## src/rtl/led_req_seq_pkg.sv

```systemverilog
// Shared types and constants for the LED request sequencer: state encoding,
// requester count and one-hot helper.
package led_req_seq_pkg;

    localparam int N_REQ = 8;
    localparam int IDX_W = 3;

    typedef enum logic [1:0] {
        IDLE = 2'd0,
        SHOW = 2'd1,
        GAP  = 2'd2
    } state_t;

    function automatic logic [N_REQ-1:0] idx_to_onehot(input logic [IDX_W-1:0] idx);
        logic [N_REQ-1:0] oh;
        oh      = '0;
        oh[idx] = 1'b1;
        return oh;
    endfunction

endpackage

```

## src/rtl/rr_arbiter8.sv

```systemverilog
// Combinational 8-way round-robin arbiter: the search starts one past the last
// grant and wraps, so the most recently served requester has lowest priority.
module rr_arbiter8
    import led_req_seq_pkg::*;
(
    input  logic [N_REQ-1:0] req,
    input  logic [IDX_W-1:0] last,
    output logic             valid,
    output logic [IDX_W-1:0] idx
);

    logic [IDX_W-1:0] cand;

    always_comb begin
        // NOTE: every variable written here gets a default first, so no path can infer a latch.
        valid = 1'b0;
        idx   = '0;
        cand  = '0;
        for (int i = 1; i <= N_REQ; i++) begin
            cand = IDX_W'(int'(last) + i);
            if (!valid && req[cand]) begin
                valid = 1'b1;
                idx   = cand;
            end
        end
    end

endmodule

```

## src/rtl/led_request_sequencer.sv

```systemverilog
// Shares the RGB LED colour controller among 8 buttons: latches presses as
// pending requests and shows one at a time for a hold window plus a blank gap.
// Define LED_REQ_SEQ_DEMO_EN to inject synthetic requests after an idle timeout.
module led_request_sequencer
    import led_req_seq_pkg::*;
#(
    parameter int HOLD_CYCLES  = 1000,
    parameter int GAP_CYCLES   = 10,
    parameter int CNT_W        = 16,
    parameter int IDLE_TIMEOUT = 5000
) (
    input  logic             clk,
    input  logic             rst,
    input  logic [N_REQ-1:0] btn,
    output logic [N_REQ-1:0] btn_out,
    output logic [IDX_W-1:0] grant_id,
    output logic [N_REQ-1:0] pending,
    output logic             busy
);

    state_t           state_q, state_d;
    logic [CNT_W-1:0] timer_q, timer_d;
    logic [N_REQ-1:0] btn_q;
    logic [N_REQ-1:0] pending_q, pending_d;
    logic [N_REQ-1:0] btn_out_q, btn_out_d;
    logic [IDX_W-1:0] grant_id_q, grant_id_d;
    logic [IDX_W-1:0] last_q, last_d;
    logic [N_REQ-1:0] rise;
    logic [N_REQ-1:0] clr;
    logic [N_REQ-1:0] demo_set;
    logic             arb_valid;
    logic [IDX_W-1:0] arb_idx;
    logic             grant_now;

    assign rise = btn & ~btn_q;

    rr_arbiter8 u_arb (
        .req   (pending_q),
        .last  (last_q),
        .valid (arb_valid),
        .idx   (arb_idx)
    );

    always_comb begin
        state_d    = state_q;
        timer_d    = timer_q;
        btn_out_d  = btn_out_q;
        grant_id_d = grant_id_q;
        last_d     = last_q;
        clr        = '0;
        grant_now  = 1'b0;

        case (state_q)
            IDLE: begin
                btn_out_d = '0;
                grant_now = arb_valid;
            end
            SHOW: begin
                timer_d = timer_q + 1'b1;
                if (timer_q == CNT_W'(HOLD_CYCLES - 1)) begin
                    timer_d   = '0;
                    btn_out_d = '0;
                    if (GAP_CYCLES == 0) begin
                        grant_now = arb_valid;
                        state_d   = IDLE;
                    end else begin
                        state_d = GAP;
                    end
                end
            end
            GAP: begin
                btn_out_d = '0;
                timer_d   = timer_q + 1'b1;
                if (timer_q == CNT_W'(GAP_CYCLES - 1)) begin
                    timer_d   = '0;
                    grant_now = arb_valid;
                    state_d   = IDLE;
                end
            end
            default: begin
                state_d   = IDLE;
                timer_d   = '0;
                btn_out_d = '0;
            end
        endcase

        // A grant overrides whichever exit the state chose above.
        if (grant_now) begin
            state_d    = SHOW;
            timer_d    = '0;
            btn_out_d  = idx_to_onehot(arb_idx);
            grant_id_d = arb_idx;
            last_d     = arb_idx;
            clr        = idx_to_onehot(arb_idx);
        end

        // Set wins over clear, so a re-press of the bit being granted stays queued.
        pending_d = (pending_q & ~clr) | rise | demo_set;
    end

`ifdef LED_REQ_SEQ_DEMO_EN
    logic [CNT_W-1:0] idle_q, idle_d;
    logic [IDX_W-1:0] demo_ptr_q, demo_ptr_d;

    always_comb begin
        idle_d     = '0;
        demo_ptr_d = demo_ptr_q;
        demo_set   = '0;
        if (state_q == IDLE && pending_q == '0 && rise == '0) begin
            if (idle_q == CNT_W'(IDLE_TIMEOUT - 1)) begin
                demo_set   = idx_to_onehot(demo_ptr_q);
                demo_ptr_d = demo_ptr_q + 1'b1;
            end else begin
                idle_d = idle_q + 1'b1;
            end
        end
    end

    always_ff @(posedge clk or negedge rst) begin
        if (!rst) begin
            idle_q     <= '0;
            demo_ptr_q <= '0;
        end else begin
            idle_q     <= idle_d;
            demo_ptr_q <= demo_ptr_d;
        end
    end
`else
    logic unused_idle_timeout;
    assign unused_idle_timeout = (IDLE_TIMEOUT != 0);
    assign demo_set            = '0;
`endif

    always_ff @(posedge clk or negedge rst) begin
        if (!rst) begin
            state_q    <= IDLE;
            timer_q    <= '0;
            btn_q      <= '0;
            pending_q  <= '0;
            btn_out_q  <= '0;
            grant_id_q <= '0;
            last_q     <= IDX_W'(N_REQ - 1);
        end else begin
            // NOTE: non-blocking assignments so every register samples pre-edge values.
            state_q    <= state_d;
            timer_q    <= timer_d;
            btn_q      <= btn;
            pending_q  <= pending_d;
            btn_out_q  <= btn_out_d;
            grant_id_q <= grant_id_d;
            last_q     <= last_d;
        end
    end

    assign btn_out  = btn_out_q;
    assign grant_id = grant_id_q;
    assign pending  = pending_q;
    assign busy     = (state_q != IDLE);

endmodule

```

## config.mk

```make
export PLATFORM = sky130hd
export DESIGN_NAME = led_request_sequencer
export DESIGN_NICKNAME = d
export VERILOG_FILES = /design/src/rtl/led_req_seq_pkg.sv /design/src/rtl/rr_arbiter8.sv /design/src/rtl/led_request_sequencer.sv
export SDC_FILE = /design/constraint.sdc
export NUM_CORES = 1
export LEC_CHECK = 0
export CAP_MARGIN = 20
export CORE_ASPECT_RATIO = 0.75
export CORE_MARGIN = 2
export CORE_UTILIZATION = 35
export CTS_BUF_LIST = sky130_fd_sc_hd__clkbuf_8
export DETAILED_ROUTE_END_ITERATION = 10
export PLACE_DENSITY_LB_ADDON = 0.3
export SETUP_SLACK_MARGIN = 0.3
export SLEW_MARGIN = 5
export SYNTH_ARGS = -nofsm -noshare
export SYNTH_HDL_FRONTEND = slang
export SYNTH_SLANG_ARGS = --single-unit
```

## constraint.sdc

```tcl
create_clock -name clk -period 3.4 [get_ports clk]
set_input_delay 0.51 -clock clk [delete_from_list [all_inputs] [get_ports clk]]
set_output_delay 0.51 -clock clk [all_outputs]
set_load 0.01 [all_outputs]
```

==> impl_metrics.toml <==
[timing]
worst_slack_ps = 352.8
worst_pin_slew_ps = 584.3
hold_viol = 0
fin_skew_ps = 7.406
drv_slew = 0
timing.final.crit_share = 0.8962
finalSetupViolations = 0
rsz0062_at_grt = "yes"
slew_headroom = 0.6068
fin_crit_ps = 3047
fmax_ghz = 0.3282
tns_ps = 0

[synth]
synthTopCellsByCount = "dfrtp_1, o21ai_0, nand2_1, inv_1, nand3_1"
synth_nets = 304
synth_area_leaders = "dfrtp_1, mux4_2, o21ai_0, nand2_1, mux2_2"
synth_edf_count = 0
postSynthAreaPerCell_um2 = 10.52
ys_warn_count = 0
synth_top_area_frac = 0.3730
synthCells = 287
syn-cell-area_mm2 = 0.003019
synth.most_common_cell = "dfrtp_1"
yosys.area.top_type = "dfrtp_1"
synthArstFlopShare = 1.000
ys_ff_latch = 48
seq_area_frac_synth = 0.3991
synth_flop_cell = "dfrtp_1"
synth_cell_types = 56

[clock_tree]
clock_sinks = 48
path_clk_slew_ps = 100
cts_made_buffers = 5
cts.path.max_buffers = 2
htreeDepth = 2
cts_root_buf = "clkbuf_8"
insertion_delay_ps = 310
postCtsHoldBufs = 0
cts_tree = "yes"

[drt]
wire_per_inst_um = 17.58
vias_per_cell = 5.608
detail_route.wirelength_um = 7629
num_vias = 2434
drtIter0Drc = 174
firstDrtPassIters = 4
postRouteAntennaNets = 0
drcViolationCount = 0

[worst_hold_path]
hp-class = "input port to async pin"

[placed_design]
pre_cts_slack_ps = 264.3
hpwl_um = 5280
placed_area_mm2 = 0.003437
place.gp.congestion = 0.8919
portBuffers = 29

[layout]
layout-drive-gt1-share = 0.2423
diodes = 0
finalNetCount = 342
area_growth_pct = 23.58
fin_area_mm2 = 0.003731
fillers = 827

[worst_setup_path]
endpoint_kind = "register"
start_kind = "register"
crit_fanout = 6
required_ps = 3600
crit_type = "register to register"
worstPathArrival_ps = 3250

[pwr]
combPwrFrac = 0.026
power.density_mw_per_mm2 = 278.2
peakVddDrop_uv = 189.9
power_frac_seq = 0.555
intPower_w = 0.0008087
clkPwrFrac = 0.419
switching_share = 0.2210
power_switching_w = 0.0002294
p_leak_nw = 1.537

[global_routing]
antenna_found_initial = 0
grt_max_degree = 49
gr-usage-all-layers = 0.1602
grt_pass1_vias = 2336
gr-total-overflow = 0
grt_pass1_wl_um = 12250

[run_status]
status = "completed"

[floorplan]
die_h_um = 84.44
io_pins = 30
core_mm2 = 0.008418
rows = 29
initial_core_util = 0.3587
die_w_um = 111.2
die_area_mm2 = 0.009393

[job]
drv_cap = 0
registers in the layout, indices dropped and copies added (netlist names):
signal,count
btn_q,8
last_q,3
state_q,2
grant_id,3
timer_q,16
pending,8
btn_out,8
worst max-delay path, stage by stage (launching register included):
cell and delay (ps):
dfstp_2 560, inv_1 120, ha_4 330, mux4_2 390
mux2_4 330, or3_4 440, nor2_1 140, o21ai_0 90
o21ai_0 150, mux2_2 380
worst paths after layout:
kind                       startpoint  slack [ps]  depth (start not counted)          to
min reg2reg                  btn_q[0]         430                          1  pending[0]
min in group clk             btn_q[0]         430                          1  pending[0]
min                               rst          80                          1  timer_q[1]
max in group asynchronous         rst        2760                          2   last_q[2]
max                         last_q[0]         350                          9  state_q[1]
max reg2reg                 last_q[0]         350                          9  state_q[1]
power groups by stage:
stage | Sequential (W) | Clock [W] | Combinational [W]
CTS | 0.000577 | 0.000448 | 0.0000252
global placement | 0.000587 | 0 | 0.0000249
global route | 0.000577 | 0.000478 | 0.0000308
detailed placement | 0.000588 | 0 | 0.0000251
finish | 0.000576 | 0.000435 | 0.0000269
floorplan | 0.000587 | 0 | 0.00000159
cell families (layout without fill, tap and decap cells):
logic type / count (synthesis) / in the layout / share of synthesized area
and+or+nand+nor: 89 / 89 / 0.1654
xor gates and xnor gates: 6 / 6 / 0.01741
muxes: 24 / 24 / 0.1351
buffers and inverters: 28 / 67 / 0.04475
adders and majority gates: 7 / 7 / 0.02901
AOI/OAI and AO/OA: 85 / 85 / 0.2093
DFF: 48 / 48 / 0.3991
through the flow:
| stage | hold slack, ps | total power, W | util | cells |
|---|---|---|---|---|
| 2_1_floorplan | 214.4 | 0.0005891 | - | 287 |
| 5_1_grt | 87.56 | 0.001086 | 0.4432 | 434 |
| 6_report | 80.95 | 0.001038 | 0.4432 | 434 |
| 3_5_place_dp | 417.8 | 0.0006128 | 0.4083 | 421 |
| 4_1_cts | 424.0 | 0.001050 | 0.4236 | 430 |
| 3_3_place_gp | 406.3 | 0.0006123 | 0.4083 | 421 |
routing by layer:
metal	vias up	part of all wire	GRT usage	wire length, um
met4	0	0.010	0.04714	77
met1	1209	0.51	0.2598	3907
li1	1161	-	-	-
met3	7	0.044	0.03610	339
met5	-	0	0	0
met2	57	0.43	0.2084	3305
repair_timing:
action                                  in CTS  in global routing
setup buffers                                1                  3
resized for setup                            3                 23
endpoints found under the setup margin       6                 30
pin swaps                                    1                  7
placed cells by master (no fill, tap or decap), types with 3 or more instances in the layout:
master           synthesis  layout
dfrtp_1                 45      45
nor3_1                   3       3
o31ai_2                  6       7
buf_4                    1      10
nand2_1                 27      27
clkdlybuf4s50_1          0      28
o21a_1                   6       6
nand2b_1                 3       3
or2_2                    3       3
ha_1                     7       5
o21ai_0                 29      29
nor2_1                   8       8
a21o_1                   5       5
mux4_2                  10      12
clkbuf_8                 0       5
a22o_1                  10      10
dfstp_2                  3       3
inv_1                   18      18
and3_1                   4       4
a21oi_1                  4       4
nand3_1                 12      11
o31ai_1                  5       4
mux2_2                   8       6
nor3b_1                  8       8
cell type report:
type	count	area (um2)	area share
Tap cell	108	135.1	0.03622
Multi-Input combinational cell	211	1817	0.4869
Clock inverter	3	46.29	0.01241
Sequential cell	48	1205	0.3229
Timing Repair Buffer	41	391.6	0.1050
Clock buffer	5	68.82	0.01844
Inverter	18	67.56	0.01811
(Power assumes the default switching activity.)
